`src/rtl/cache_perf_counter_pkg.sv`:
```
// Shared definitions for the cache performance counter block.
// Contents:
//   CMD_*      encodings carried on cmd_op
//   SEL_*      encodings carried on rd_sel (also the counter/sat bit index)
//   ST_*       FSM state encoding
//   NUM_CNT    number of event counters
package cache_perf_counter_pkg;

    typedef logic [1:0] cmd_op_t;
    typedef logic [1:0] rd_sel_t;

    localparam cmd_op_t CMD_START    = 2'd0;
    localparam cmd_op_t CMD_STOP     = 2'd1;
    localparam cmd_op_t CMD_CLEAR    = 2'd2;
    localparam cmd_op_t CMD_SNAPSHOT = 2'd3;

    localparam rd_sel_t SEL_I_ACCESS = 2'd0;
    localparam rd_sel_t SEL_I_MISS   = 2'd1;
    localparam rd_sel_t SEL_D_ACCESS = 2'd2;
    localparam rd_sel_t SEL_D_MISS   = 2'd3;

    localparam logic [0:0] ST_STOP = 1'b0;
    localparam logic [0:0] ST_RUN  = 1'b1;

    localparam int NUM_CNT = 4;

endpackage

```
`src/rtl/cache_perf_counter_if.sv`:
```
// Bus bundle between a host/cache complex and cache_perf_counter.
// Signals:
//   icache_valid/icache_miss, dcache_valid/dcache_miss  cache event strobes
//   cmd_valid/cmd_op                                    START/STOP/CLEAR/SNAPSHOT
//   rd_en/rd_sel                                        shadow register read request
//   rd_data_valid/rd_data                               read response (one cycle later)
//   running                                             FSM is in RUN
//   sat                                                 sticky saturation flags, index = rd_sel
// Modports: master drives events/commands/reads, slave is the counter block.
interface cache_perf_counter_if #(
    parameter int CNT_W = 64
);
    import cache_perf_counter_pkg::*;

    logic             icache_valid;
    logic             icache_miss;
    logic             dcache_valid;
    logic             dcache_miss;
    logic             cmd_valid;
    cmd_op_t          cmd_op;
    logic             rd_en;
    rd_sel_t          rd_sel;
    logic             rd_data_valid;
    logic [CNT_W-1:0] rd_data;
    logic             running;
    logic [3:0]       sat;

    modport master (
        output icache_valid, icache_miss, dcache_valid, dcache_miss,
        output cmd_valid, cmd_op, rd_en, rd_sel,
        input  rd_data_valid, rd_data, running, sat
    );

    modport slave (
        input  icache_valid, icache_miss, dcache_valid, dcache_miss,
        input  cmd_valid, cmd_op, rd_en, rd_sel,
        output rd_data_valid, rd_data, running, sat
    );

endinterface

```
`src/rtl/cache_perf_counter_sat_counter.sv`:
```
// Saturating event counter with sticky overflow flag.
// Ports:
//   clock, reset  rising-edge clock, synchronous active-high reset
//   clear         zero count and flag (wins over inc)
//   inc           count one event this cycle
//   count         current value, sticks at all-ones
//   sat           set when an event arrives while count is all-ones
module sat_counter
    import cache_perf_counter_pkg::*;
#(
    parameter int CNT_W = 64
) (
    input  logic             clock,
    input  logic             reset,
    input  logic             clear,
    input  logic             inc,
    output logic [CNT_W-1:0] count,
    output logic             sat
);

    localparam logic [CNT_W-1:0] CNT_MAX = '1;

    function automatic logic [CNT_W-1:0] sat_inc(input logic [CNT_W-1:0] v);
        return (v == CNT_MAX) ? v : v + 1'b1;
    endfunction

    always_ff @(posedge clock) begin
        if (reset || clear) begin
            count <= '0;
            sat   <= 1'b0;
        end else if (inc) begin
            if (count == CNT_MAX) begin
                sat <= 1'b1;
            end
            count <= sat_inc(count);
        end
    end

endmodule

```
`src/rtl/cache_perf_counter.sv`:
```
// Cache performance counter: counts I/D cache accesses and misses while
// running, supports atomic snapshot into shadow registers and a one-cycle
// latency read port on those shadows.
// Ports:
//   clock  rising-edge clock
//   reset  synchronous active-high reset
//   bus    cache_perf_counter_if.slave (events, commands, reads, status)
module cache_perf_counter
    import cache_perf_counter_pkg::*;
#(
    parameter int CNT_W = 64
) (
    input logic                 clock,
    input logic                 reset,
    cache_perf_counter_if.slave bus
);

    logic [0:0]       state_p0;
    logic [0:0]       state_next;
    logic             is_start;
    logic             is_stop;
    logic             is_clear;
    logic             is_snap;
    logic             counting;
    logic [3:0]       inc;
    logic [CNT_W-1:0] live     [NUM_CNT];
    logic [CNT_W-1:0] shadow   [NUM_CNT];
    logic [3:0]       sat_bits;
    logic             vld_p1;
    logic [CNT_W-1:0] rd_data_p1;

    assign is_start = bus.cmd_valid && (bus.cmd_op == CMD_START);
    assign is_stop  = bus.cmd_valid && (bus.cmd_op == CMD_STOP);
    assign is_clear = bus.cmd_valid && (bus.cmd_op == CMD_CLEAR);
    assign is_snap  = bus.cmd_valid && (bus.cmd_op == CMD_SNAPSHOT);

    always_comb begin
        state_next = state_p0;
        if (state_p0 == ST_STOP && is_start) begin
            state_next = ST_RUN;
        end else if (state_p0 == ST_RUN && is_stop) begin
            state_next = ST_STOP;
        end
    end

    always_ff @(posedge clock) begin
        if (reset) begin
            state_p0 <= ST_STOP;
        end else begin
            state_p0 <= state_next;
        end
    end

    // Events landing in a CLEAR cycle are dropped rather than counted after the clear.
    assign counting = (state_p0 == ST_RUN) && !is_clear;

    always_comb begin
        inc               = '0;
        inc[SEL_I_ACCESS] = counting && bus.icache_valid;
        inc[SEL_I_MISS]   = counting && bus.icache_valid && bus.icache_miss;
        inc[SEL_D_ACCESS] = counting && bus.dcache_valid;
        inc[SEL_D_MISS]   = counting && bus.dcache_valid && bus.dcache_miss;
    end

    for (genvar i = 0; i < NUM_CNT; i++) begin : g_cnt
        sat_counter #(.CNT_W(CNT_W)) u_cnt (
            .clock (clock),
            .reset (reset),
            .clear (is_clear),
            .inc   (inc[i]),
            .count (live[i]),
            .sat   (sat_bits[i])
        );
    end

    // Shadow copy takes the live registers as they stand this cycle, i.e.
    // before any increment landing on the same edge.
    always_ff @(posedge clock) begin
        if (reset) begin
            for (int k = 0; k < NUM_CNT; k++) begin
                shadow[k] <= '0;
            end
        end else if (is_snap) begin
            for (int k = 0; k < NUM_CNT; k++) begin
                shadow[k] <= live[k];
            end
        end
    end

    // ---- read stage p1: response one cycle after rd_en, from pre-snapshot shadow ----
    always_ff @(posedge clock) begin
        if (reset) begin
            vld_p1     <= 1'b0;
            rd_data_p1 <= '0;
        end else begin
            vld_p1 <= bus.rd_en;
            if (bus.rd_en) begin
                rd_data_p1 <= shadow[bus.rd_sel];
            end
        end
    end

    assign bus.running       = (state_p0 == ST_RUN);
    assign bus.sat           = sat_bits;
    assign bus.rd_data_valid = vld_p1;
    assign bus.rd_data       = rd_data_p1;

endmodule

```
`src/flat_wrapper.sv`:
```
// flat-port wrapper written by rule: the top's interface ports become plain ports
module cache_perf_counter_flat import cache_perf_counter_pkg::*;
#(
    parameter int CNT_W = 64
)
  (clock, reset, bus_icache_valid, bus_icache_miss, bus_dcache_valid, bus_dcache_miss, bus_cmd_valid, bus_cmd_op, bus_rd_en, bus_rd_sel, bus_rd_data_valid, bus_rd_data, bus_running, bus_sat);
  cache_perf_counter_if #(.CNT_W(CNT_W)) bus_i ();
  input logic clock;
  input logic reset;
  input wire logic [$bits(bus_i.icache_valid)-1:0] bus_icache_valid;
  input wire logic [$bits(bus_i.icache_miss)-1:0] bus_icache_miss;
  input wire logic [$bits(bus_i.dcache_valid)-1:0] bus_dcache_valid;
  input wire logic [$bits(bus_i.dcache_miss)-1:0] bus_dcache_miss;
  input wire logic [$bits(bus_i.cmd_valid)-1:0] bus_cmd_valid;
  input wire logic [$bits(bus_i.cmd_op)-1:0] bus_cmd_op;
  input wire logic [$bits(bus_i.rd_en)-1:0] bus_rd_en;
  input wire logic [$bits(bus_i.rd_sel)-1:0] bus_rd_sel;
  output wire logic [$bits(bus_i.rd_data_valid)-1:0] bus_rd_data_valid;
  output wire logic [$bits(bus_i.rd_data)-1:0] bus_rd_data;
  output wire logic [$bits(bus_i.running)-1:0] bus_running;
  output wire logic [$bits(bus_i.sat)-1:0] bus_sat;
  assign bus_i.icache_valid = bus_icache_valid;
  assign bus_i.icache_miss = bus_icache_miss;
  assign bus_i.dcache_valid = bus_dcache_valid;
  assign bus_i.dcache_miss = bus_dcache_miss;
  assign bus_i.cmd_valid = bus_cmd_valid;
  assign bus_i.cmd_op = bus_cmd_op;
  assign bus_i.rd_en = bus_rd_en;
  assign bus_i.rd_sel = bus_rd_sel;
  assign bus_rd_data_valid = bus_i.rd_data_valid;
  assign bus_rd_data = bus_i.rd_data;
  assign bus_running = bus_i.running;
  assign bus_sat = bus_i.sat;
  cache_perf_counter #(.CNT_W(CNT_W)) u_core (.clock(clock), .reset(reset), .bus(bus_i));
endmodule
```
`config.mk`:
```
export PLATFORM = sky130hd
export DESIGN_NAME = cache_perf_counter_flat
export DESIGN_NICKNAME = d
export VERILOG_FILES = /design/src/rtl/cache_perf_counter_pkg.sv /design/src/rtl/cache_perf_counter_if.sv /design/src/rtl/cache_perf_counter_sat_counter.sv /design/src/rtl/cache_perf_counter.sv /design/src/flat_wrapper.sv
export SDC_FILE = /design/constraint.sdc
export NUM_CORES = 1
export LEC_CHECK = 0
export ABC_AREA = 1
export BUFFER_PORTS_ARGS = -buffer_cell sky130_fd_sc_hd__buf_2
export CELL_PAD_IN_SITES_DETAIL_PLACEMENT = 0
export CELL_PAD_IN_SITES_GLOBAL_PLACEMENT = 1
export CORE_ASPECT_RATIO = 1.75
export CORE_UTILIZATION = 40
export CTS_BUF_LIST = sky130_fd_sc_hd__clkbuf_4 sky130_fd_sc_hd__clkbuf_8
export DETAILED_ROUTE_END_ITERATION = 8
export GPL_TIMING_DRIVEN = 0
export PLACE_DENSITY_LB_ADDON = 0.05
export SLEW_MARGIN = 5
export SYNTH_ARGS = -nofsm -noshare
export SYNTH_HDL_FRONTEND = slang
export SYNTH_SLANG_ARGS = --single-unit
```
`constraint.sdc`:
```
create_clock -name clock -period 8.9 [get_ports clock]
set_clock_uncertainty 0.15 [all_clocks]
set_input_delay 1.335 -clock clock [delete_from_list [all_inputs] [get_ports clock]]
set_output_delay 1.335 -clock clock [all_outputs]
set_load 0.05 [all_outputs]
```
==> impl_metrics.py <==
metrics = {
    "outcome": {
        "status": "finished, final reports clean",
    },
    "finish": {
        "area_growth_pct": 12.32,
        "drive_gt1_share_pct": 9.428,
        "stdcell_area_um2": 34200,
        "nNetsFinal": 4412,
        "instances_no_fill": 5489,
    },
    "timing": {
        "whs_ps": 334.0,
        "drv_slew": 0,
        "period_share_pct": 36.12,
        "tightest_slew_ps": 1283,
        "period_needed_ps": 3215,
        "final-hold-violation-count": 0,
        "max-slew-margin-rel_pct": 14.50,
        "fmax_ghz": 0.3110,
        "setup_violations": 0,
        "setup_tns_ps": 0,
        "rsz0062_at_grt": "no",
    },
    "yosys": {
        "synth_warnings": 0,
        "synthCells": 4218,
        "syn-num-nets": 4234,
        "syn_area_um2": 30450,
        "synth_edf_count": 256,
        "synthArstFlopShare_pct": 0,
        "synth_cell_types": 37,
        "syn_area_per_cell_um2": 7.219,
        "ys_ff_latch": 582,
        "synth_ff_type": "dfxtp_1",
        "ys_seq_area_share_pct": 46.68,
    },
    "clock_network": {
        "cts_root_buffer": "clkbuf_8",
        "clock_latency_ps": 800,
        "cts_buffer_depth": 3,
        "cts_resized": 0,
        "cts_sinks": 582,
        "clk_pin_slew_ps": 70,
        "cts_tree": "done",
        "ctsHtreeMaxLevel": 3,
        "numCtsBuffers": 94,
        "post-cts-setup-buffer-count": 0,
        "hold_buffers": 0,
    },
    "worst_setup_path": {
        "endpoint": "u_core.shadow[1][61]",
        "r2r_cells": 10,
        "endpoint_kind": "register",
        "cp.required_ps": 9240,
        "r2r_slack_ps": 5780,
        "reg2reg_to": "u_core.g_cnt[2].u_cnt.count[32]",
        "timing.rr.start": "u_core.g_cnt[2].u_cnt.count[33]",
        "crit_start": "reset",
        "startpoint_type": "input pin",
        "critPathMaxFanout": 10,
        "cp.arrival_ps": 3560,
        "critPathKind": "input pin to register",
    },
    "route": {
        "route.met3.wl_um": 4617,
        "drt_iter0_drc": 1684,
        "via_count": 28290,
        "dr.pass1.iters": 8,
        "highest_layer": "met4",
        "m1WireLength_um": 42050,
        "drcViolationCount": 0,
        "totalWireLength_um": 129700,
        "met2WireLength_um": 68770,
        "viasPerCell": 5.153,
        "wl_per_cell_um": 23.62,
        "postRouteAntennaNets": 0,
    },
    "place": {
        "dpl.cell_count": 5312,
        "dp.final_hpwl_um": 104100,
        "io_buffers": 78,
        "placed_cell_area_um2": 32220,
        "gp_congestion": 1.016,
    },
    "pwr": {
        "p_per_area_nw_per_um2": 170.0,
        "power.switching_mw": 1.532,
        "internal_power_mw": 4.282,
        "p_comb_share_pct": 6.5,
        "p_sw_share_pct": 26.35,
        "ir_worst_vdd_uv": 120.5,
        "p_leak_nw": 12.21,
        "p_total_mw": 5.814,
        "seqPwrFrac_pct": 49.7,
        "clkPwrFrac_pct": 43.8,
    },
    "global_routing": {
        "grt_pass1_wl_um": 184500,
        "grt_overflow": 0,
        "grt_pass1_vias": 28060,
        "gr-usage-all-layers_pct": 33.59,
        "grt_max_degree": 68,
        "grt_antenna_before_repair": 2,
    },
    "floorplanning": {
        "dieWidth_um": 210.6,
        "initial_utilization_pct": 40.48,
        "die_area_um2": 77270,
        "rows": 133,
        "io_pins": 82,
        "coreArea_um2": 75220,
        "die_h_um": 367.0,
    },
    "min_path": {
        "min-delay-start": "u_core.g_cnt[2].u_cnt.sat",
        "hold_class": "register to register",
    },
    "run": {
        "maxCapViolCount": 0,
    },
}
-- area by class of cell --
cell class,count,area [um2]
Timing Repair Buffer,82,493.0
Clock inverter,49,389.1
Sequential cell,582,14210
Fill cell,8146,41020
Buffer,167,790.8
Antenna cell,1,2.502
Tap cell,1012,1266
Multi-Input combinational cell,2988,13650
Inverter,481,1805
Clock buffer,127,1592
-- synthesized netlist by cell type, drive strengths merged (43+ instances only) --
master,instances,area share [%]
a21oi,211,4.1
buf,66,1.3
clkbuf,101,1.2
dfxtp,326,21
edfxtp,256,25
inv,479,5.9
mux2i,64,2.1
nand2,832,11
nand3,308,5.2
nand4,43,0.88
nor2,1218,16
nor3,50,0.82
o21ai,145,2.4
o221ai,64,1.8
-- worst min path at each step --
stage                                 to  slack [ps]  cells after the start
2_1_floorplan  u_core.g_cnt[0].u_cnt.sat         290                      2
3_3_place_gp   u_core.g_cnt[3].u_cnt.sat         310                      2
3_5_place_dp   u_core.g_cnt[3].u_cnt.sat         310                      2
4_1_cts        u_core.g_cnt[3].u_cnt.sat         340                      2
5_1_grt        u_core.g_cnt[2].u_cnt.sat         370                      2
6_report       u_core.g_cnt[2].u_cnt.sat         330                      2
-- critical path, cell delays in order --
cell      delay, ps
buf_2           110
inv_1            90
nand4_1         230
clkbuf_1        980
clkbuf_1        690
nor2_1          110
-- cells in the final DEF (no fill, tap or decap), types with 100 or more instances in the layout --
cell type	count
nor2_1	1186
a21oi_1	160
clkbuf_1	100
nand2_1	810
inv_1	473
nand3_1	297
dfxtp_1	326
buf_2	118
clkbuf_8	102
o21ai_0	142
edfxtp_1	256
-- power groups by stage --
| stage | clock network (mW) | registers, mW | logic, mW |
|---|---|---|---|
| final | 2.55 | 2.89 | 0.375 |
| after CTS | 2.60 | 2.89 | 0.378 |
| after global placement | 0 | 2.98 | 0.367 |
| after global routing | 2.71 | 2.90 | 0.403 |
| after detailed placement | 0 | 2.95 | 0.378 |
| after floorplan | 0 | 3.02 | 0.173 |
-- cells by family (layout without fill, tap and decap cells) --
kind of cell,after synthesis,count (layout),share of synthesized area [%]
simple gates,2489,2489,33.91
buf+inv,648,906,8.523
flops,582,582,46.68
compound gates,423,423,8.391
mux,64,64,2.104
xor+xnor,8,8,0.2301
fa+ha+maj,4,4,0.1644
other cells,0,1,0
-- registers in the layout (all words and copies together), names as in the netlist --
name and cells:
u_core.g_cnt.u_cnt.sat 4, u_core.bus.rd_data 64, u_core.bus.running 1, u_core.g_cnt.u_cnt.count 256, u_core.shadow 256, u_core.bus.rd_data_valid 1
-- metal layers --
layer | vias to the layer above | GRT usage [%]
met4 | 0 | 31.38
met3 | 402 | 4.974
met1 | 13190 | 29.94
met2 | 770 | 63.37
li1 | 13930 | -
met5 | - | 0
-- stage by stage --
stage | utilization [%] | worst slack, ps
global placement | 42.68 | -2734
finish | 45.47 | 5685
detailed placement | 42.83 | 4889
CTS | 45.46 | 5685
global route | 45.47 | 5535
floorplan | - | 923.0
Note: power is estimated with default switching activity, not from simulation.
